**config.mk**
```make
export PLATFORM = sky130hd
export DESIGN_NAME = score_bcd_keeper
export DESIGN_NICKNAME = d
export VERILOG_FILES = /design/src/rtl/score_bcd_keeper.sv
export SDC_FILE = /design/constraint.sdc
export NUM_CORES = 1
export LEC_CHECK = 0
export BUFFER_PORTS_ARGS = -buffer_cell sky130_fd_sc_hd__buf_2
export CELL_PAD_IN_SITES_DETAIL_PLACEMENT = 2
export CELL_PAD_IN_SITES_GLOBAL_PLACEMENT = 2
export CORE_ASPECT_RATIO = 0.5
export CORE_MARGIN = 1
export CORE_UTILIZATION = 36
export CTS_CLUSTER_DIAMETER = 150
export DETAILED_ROUTE_END_ITERATION = 12
export GPL_TIMING_DRIVEN = 1
export PLACE_DENSITY = 0.89
export SLEW_MARGIN = 20
export SYNTH_ARGS = -nofsm -noshare
export SYNTH_HDL_FRONTEND = slang
export SYNTH_SLANG_ARGS = --single-unit
```
**constraint.sdc**
```tcl
create_clock -name Clk -period 7.05 [get_ports Clk]
set_clock_uncertainty 0.1 [all_clocks]
set_input_delay 0.705 -clock Clk [delete_from_list [all_inputs] [get_ports Clk]]
set_output_delay 0.705 -clock Clk [all_outputs]
set_load 0.05 [all_outputs]
```
**src/rtl/score_bcd_keeper.sv**
```systemverilog
// score_bcd_keeper: running game score held as packed BCD digits, fed one unit
// per clock from a pending-units counter, and latched once per frame into the
// ASCII digit codes for the "SCORE:" text field.
// Optional build macro SCORE_HISCORE_EN adds a BCD high-score register and
// its latched ASCII output hiscore_char.
module score_bcd_keeper #(
    parameter int DIGITS = 3,
    parameter int PEND_W = 8
) (
    input  logic                  Clk,
    input  logic                  Reset,
    input  logic                  frame_clk,
    input  logic                  clear,
    input  logic                  add_valid,
    input  logic [PEND_W-1:0]     add_units,
    output logic [8*DIGITS-1:0]   score_char,
    output logic                  busy,
    output logic                  saturated
`ifdef SCORE_HISCORE_EN
    ,
    output logic [8*DIGITS-1:0]   hiscore_char
`endif
);

    logic [4*DIGITS-1:0] digits;
    logic [4*DIGITS-1:0] digits_inc;
    logic                all_nines;
    logic [PEND_W-1:0]   pending;
    logic [PEND_W-1:0]   pending_next;
    logic                dec;
    logic                fs1, fs2, fs3;
    logic                frame_tick;

    // BCD digit d maps to ASCII 8'h30 + d, i.e. upper nibble 3, lower nibble d
    function automatic logic [8*DIGITS-1:0] to_ascii(input logic [4*DIGITS-1:0] d);
        logic [8*DIGITS-1:0] r;
        r = '0;
        for (int unsigned i = 0; i < DIGITS; i++) begin
            r[8*i +: 8] = {4'h3, d[4*i +: 4]};
        end
        return r;
    endfunction

    // Frame signal synchroniser plus registered rising-edge detector
    always_ff @(posedge Clk) begin
        if (Reset) begin
            fs1        <= 1'b0;
            fs2        <= 1'b0;
            fs3        <= 1'b0;
            frame_tick <= 1'b0;
        end else begin
            fs1        <= frame_clk;
            fs2        <= fs1;
            fs3        <= fs2;
            frame_tick <= fs2 & ~fs3;
        end
    end

    // One-unit BCD increment with the carry rippling through every digit
    always_comb begin
        logic carry;
        digits_inc = digits;
        all_nines  = 1'b1;
        carry      = 1'b1;
        for (int unsigned i = 0; i < DIGITS; i++) begin
            if (digits[4*i +: 4] != 4'd9) begin
                all_nines = 1'b0;
            end
            if (carry) begin
                if (digits[4*i +: 4] == 4'd9) begin
                    digits_inc[4*i +: 4] = 4'd0;
                end else begin
                    digits_inc[4*i +: 4] = digits[4*i +: 4] + 4'd1;
                    carry                = 1'b0;
                end
            end
        end
    end

    // Pending-units next state: clear beats add, add saturates at all ones
    always_comb begin
        logic [PEND_W:0] sum;
        dec = (pending != '0) && !clear;
        sum = {1'b0, pending} + {1'b0, add_units} - {{PEND_W{1'b0}}, dec};
        if (clear) begin
            pending_next = '0;
        end else if (add_valid) begin
            pending_next = sum[PEND_W] ? '1 : sum[PEND_W-1:0];
        end else begin
            pending_next = pending - {{(PEND_W-1){1'b0}}, dec};
        end
    end

    // Score digits, pending counter, status flags and the per-frame display latch
    always_ff @(posedge Clk) begin
        if (Reset) begin
            digits     <= '0;
            pending    <= '0;
            busy       <= 1'b0;
            saturated  <= 1'b0;
            score_char <= {DIGITS{8'h30}};
        end else begin
            pending <= pending_next;
            busy    <= (pending_next != '0);
            if (clear) begin
                digits    <= '0;
                saturated <= 1'b0;
            end else if (dec) begin
                if (all_nines) begin
                    saturated <= 1'b1;
                end else begin
                    digits <= digits_inc;
                end
            end
            // Latches the pre-increment value when a tick and an increment coincide
            if (frame_tick) begin
                score_char <= to_ascii(digits);
            end
        end
    end

`ifdef SCORE_HISCORE_EN
    logic [4*DIGITS-1:0] hiscore;

    // BCD magnitude compare, most significant digit decides first
    function automatic logic bcd_gt(input logic [4*DIGITS-1:0] a, input logic [4*DIGITS-1:0] b);
        logic decided;
        logic gt;
        int unsigned idx;
        decided = 1'b0;
        gt      = 1'b0;
        for (int unsigned k = 0; k < DIGITS; k++) begin
            idx = DIGITS - 1 - k;
            if (!decided && (a[4*idx +: 4] != b[4*idx +: 4])) begin
                decided = 1'b1;
                gt      = (a[4*idx +: 4] > b[4*idx +: 4]);
            end
        end
        return gt;
    endfunction

    // High score captured at game clear, displayed with the same frame latch
    always_ff @(posedge Clk) begin
        if (Reset) begin
            hiscore      <= '0;
            hiscore_char <= {DIGITS{8'h30}};
        end else begin
            if (clear && bcd_gt(digits, hiscore)) begin
                hiscore <= digits;
            end
            if (frame_tick) begin
                hiscore_char <= to_ascii(hiscore);
            end
        end
    end
`endif

endmodule

```
==> metrics.cfg <==
[outcome]
status = complete, no violations

[setup_path]
cp_common_cell = inv_1
criticalPathCategory = reg -> reg
cp_slowest_stage_delay_ns = 0.49
cp-start-kind = flop
crit_required_ns = 7.09
crit_arrival_ns = 4.08
cp_cell_sequence = or3_1 -> nor3_4 -> nor3_1 -> inv_1 -> nand2_1 -> ha_1 -> inv_1 -> fa_1 -> nand2b_1 -> a21boi_0 -> o311a_1 -> a31oi_1 -> o41ai_1 -> a41oi_1
crit_fanout = 7
critPathSlowestCell = a21boi_0
crit_path_end_kind = flop

[die]
die_h_um = 60.4
io-pin-count = 39
core_um2 = 6330
core.rowCount = 20
fp.dieW_um = 119
dieArea_um2 = 7180
start_util = 0.388

[timing]
fin_crit_sh = 0.573
hold_viol = 0
rsz0062_at_grt = no
clock.fmax_mhz = 247
final_max_slew_viol_count = 0
fin_tns_setup_ns = 0
finalCriticalPeriod_ns = 4.04
fin_hold_ws_ns = 0.303
finalSetupViolations = 0
slew-limit-headroom = 0.527
worst_slew_pin_slew_ns = 0.700

[pwr]
p_per_area_nw_per_um2 = 245
vdd_ir_drop_max_v = 0.0000782
p_leak_nw = 1.16

[cts]
root_buffer = clkbuf_16
h-tree-depth = 2
cts_tree = yes
postCtsResizedCells = 0
cts_setup_buffers = 0
cts.sinks = 38
clockBufferDepth = 2
cts_buffers = 5
clk_latency_ns = 0.28
hold_buffers = 0
clkTransAtPathRegs_ns = 0.06

[synth]
synth_edf_count = 0
synthTopCellsByArea = dfxtp_1, ha_1, mux2i_1
synth_top_area_cell = dfxtp_1
synth-async-reset-ratio = 0
ys.flop_type = dfxtp_1
synth_seq_cells = 38
synth_warnings = 0
synth.cell_area_um2 = 2460
synth_cells = 295
syn_area_per_cell_um2 = 8.33
yosysTopAreaCellShare = 0.310
seq_area_frac_synth = 0.310
ys_types = 57

[layout]
layout_common_cells = nor2_1, inv_1, dfxtp_1
final_common_cell = nor2_1
regArea_um2 = 761
stdcell_area_um2 = 2720
nFillCells = 734
diodes = 0
syn2layout_area_growth_pct = 10.9
drive_gt1_frac = 0.146
finish.net_count = 345
multi_input_area_um2 = 1440

[drt]
dr.pass1.iters = 4
drtIter0Drc = 100
routed_wl_um = 7120
num_vias = 2113
post-route-drc-count = 0
antenna_left = 0
via_per_inst = 5.26
wl_per_cell_um = 17.7

[grt]
grt-ovfl-total = 0
grt_usage = 0.212
antenna_found_initial = 0
grt_first_pass_wirelength_um = 11600
grt_pass1_vias = 2322
grt_max_degree = 20

[worst_hold_path]
hold_path_class = reg -> reg

[placement]
placedInstanceArea_um2 = 2580
place_congestion = 0.814
portBuffers = 26
dp_hpwl_um = 5340

[job]
maxCapViolCount = 0

## synthesized netlist by cell type, types with 3 or more instances
cell type,n
a211oi_1,3
a21oi_1,9
a31oi_1,3
and2_1,3
buf_2,3
buf_4,12
clkbuf_1,5
dfxtp_1,38
ha_1,16
inv_1,39
mux2i_1,16
nand2_1,12
nand3_1,4
nor2_1,42
nor2b_1,7
nor3_1,8
nor3b_1,3
nor4_1,6
o211ai_1,3
o21ai_0,7
o31a_1,3
xnor2_1,8
xor2_1,5
## per-layer routing
metal | part of all wire | vias up | GRT usage
met5 | 0 | - | 0
met4 | 0.020 | 0 | 0.0868
met3 | 0.026 | 13 | 0.0338
met2 | 0.51 | 38 | 0.425
met1 | 0.44 | 1041 | 0.233
li1 | - | 1021 | -
## state kept, by name, indices dropped and copies added (netlist names)
| register | count |
|---|---|
| digits | 12 |
| score_char | 12 |
| pending | 8 |
| busy | 1 |
| frame_tick | 1 |
| fs1 | 1 |
| fs2 | 1 |
| fs3 | 1 |
| saturated | 1 |
## path summary, 6_finish.rpt
check                  start         end  slack [ns]  cells after the start
setup / recovery  pending[2]        busy        3.01                     14
hold / removal           fs3  frame_tick        0.30                      1
setup reg to reg  pending[2]        busy        3.01                     14
hold reg to reg          fs3  frame_tick        0.30                      1
## report_power, final
| group | switching [mW] | internal (mW) |
|---|---|---|
| Combinational | 0.141 | 0.0795 |
| Sequential | 0.00907 | 0.222 |
| Clock | 0.0800 | 0.136 |
| Total | 0.230 | 0.438 |
## through the flow
stage	util	cells	power (mW)	setup WS, ns
after floorplan	-	305	0.407	3.65
after global placement	0.408	396	0.438	3.46
after detailed placement	0.408	396	0.451	3.14
after CTS	0.430	402	0.671	3.08
after global routing	0.430	402	0.703	2.89
final	0.430	402	0.668	3.01
## worst max-delay path: cells and delay by family (launching register included)
family,cells,cell delay (ns)
and+or+nand+nor,5,1.11
DFF,1,0.42
AOI/OAI and AO/OA,5,1.53
adders and majority gates,2,0.56
buffers and inverters,2,0.18
## cell type report
class / count / share of cell area
sequential: 38 / 0.279
inverter: 39 / 0.0538
tap: 88 / 0.0404
clock buffer: 6 / 0.0510
multi-input combinational: 205 / 0.528
timing repair buffer: 26 / 0.0478
## kinds of logic (layout without fill, tap and decap cells)
logic type,count (synthesis),in the layout,synth area share
AO/OA/AOI/OAI,46,46,0.144
XOR/XNOR,13,13,0.0464
adder cells (fa/ha/maj),17,17,0.0897
buffers and inverters,62,71,0.121
flip-flops,38,38,0.310
multiplexers,19,19,0.0805
other,2,12,0.00306
AND/OR/NAND/NOR,98,98,0.206
No activity file was read; power rests on OpenSTA's default activity.
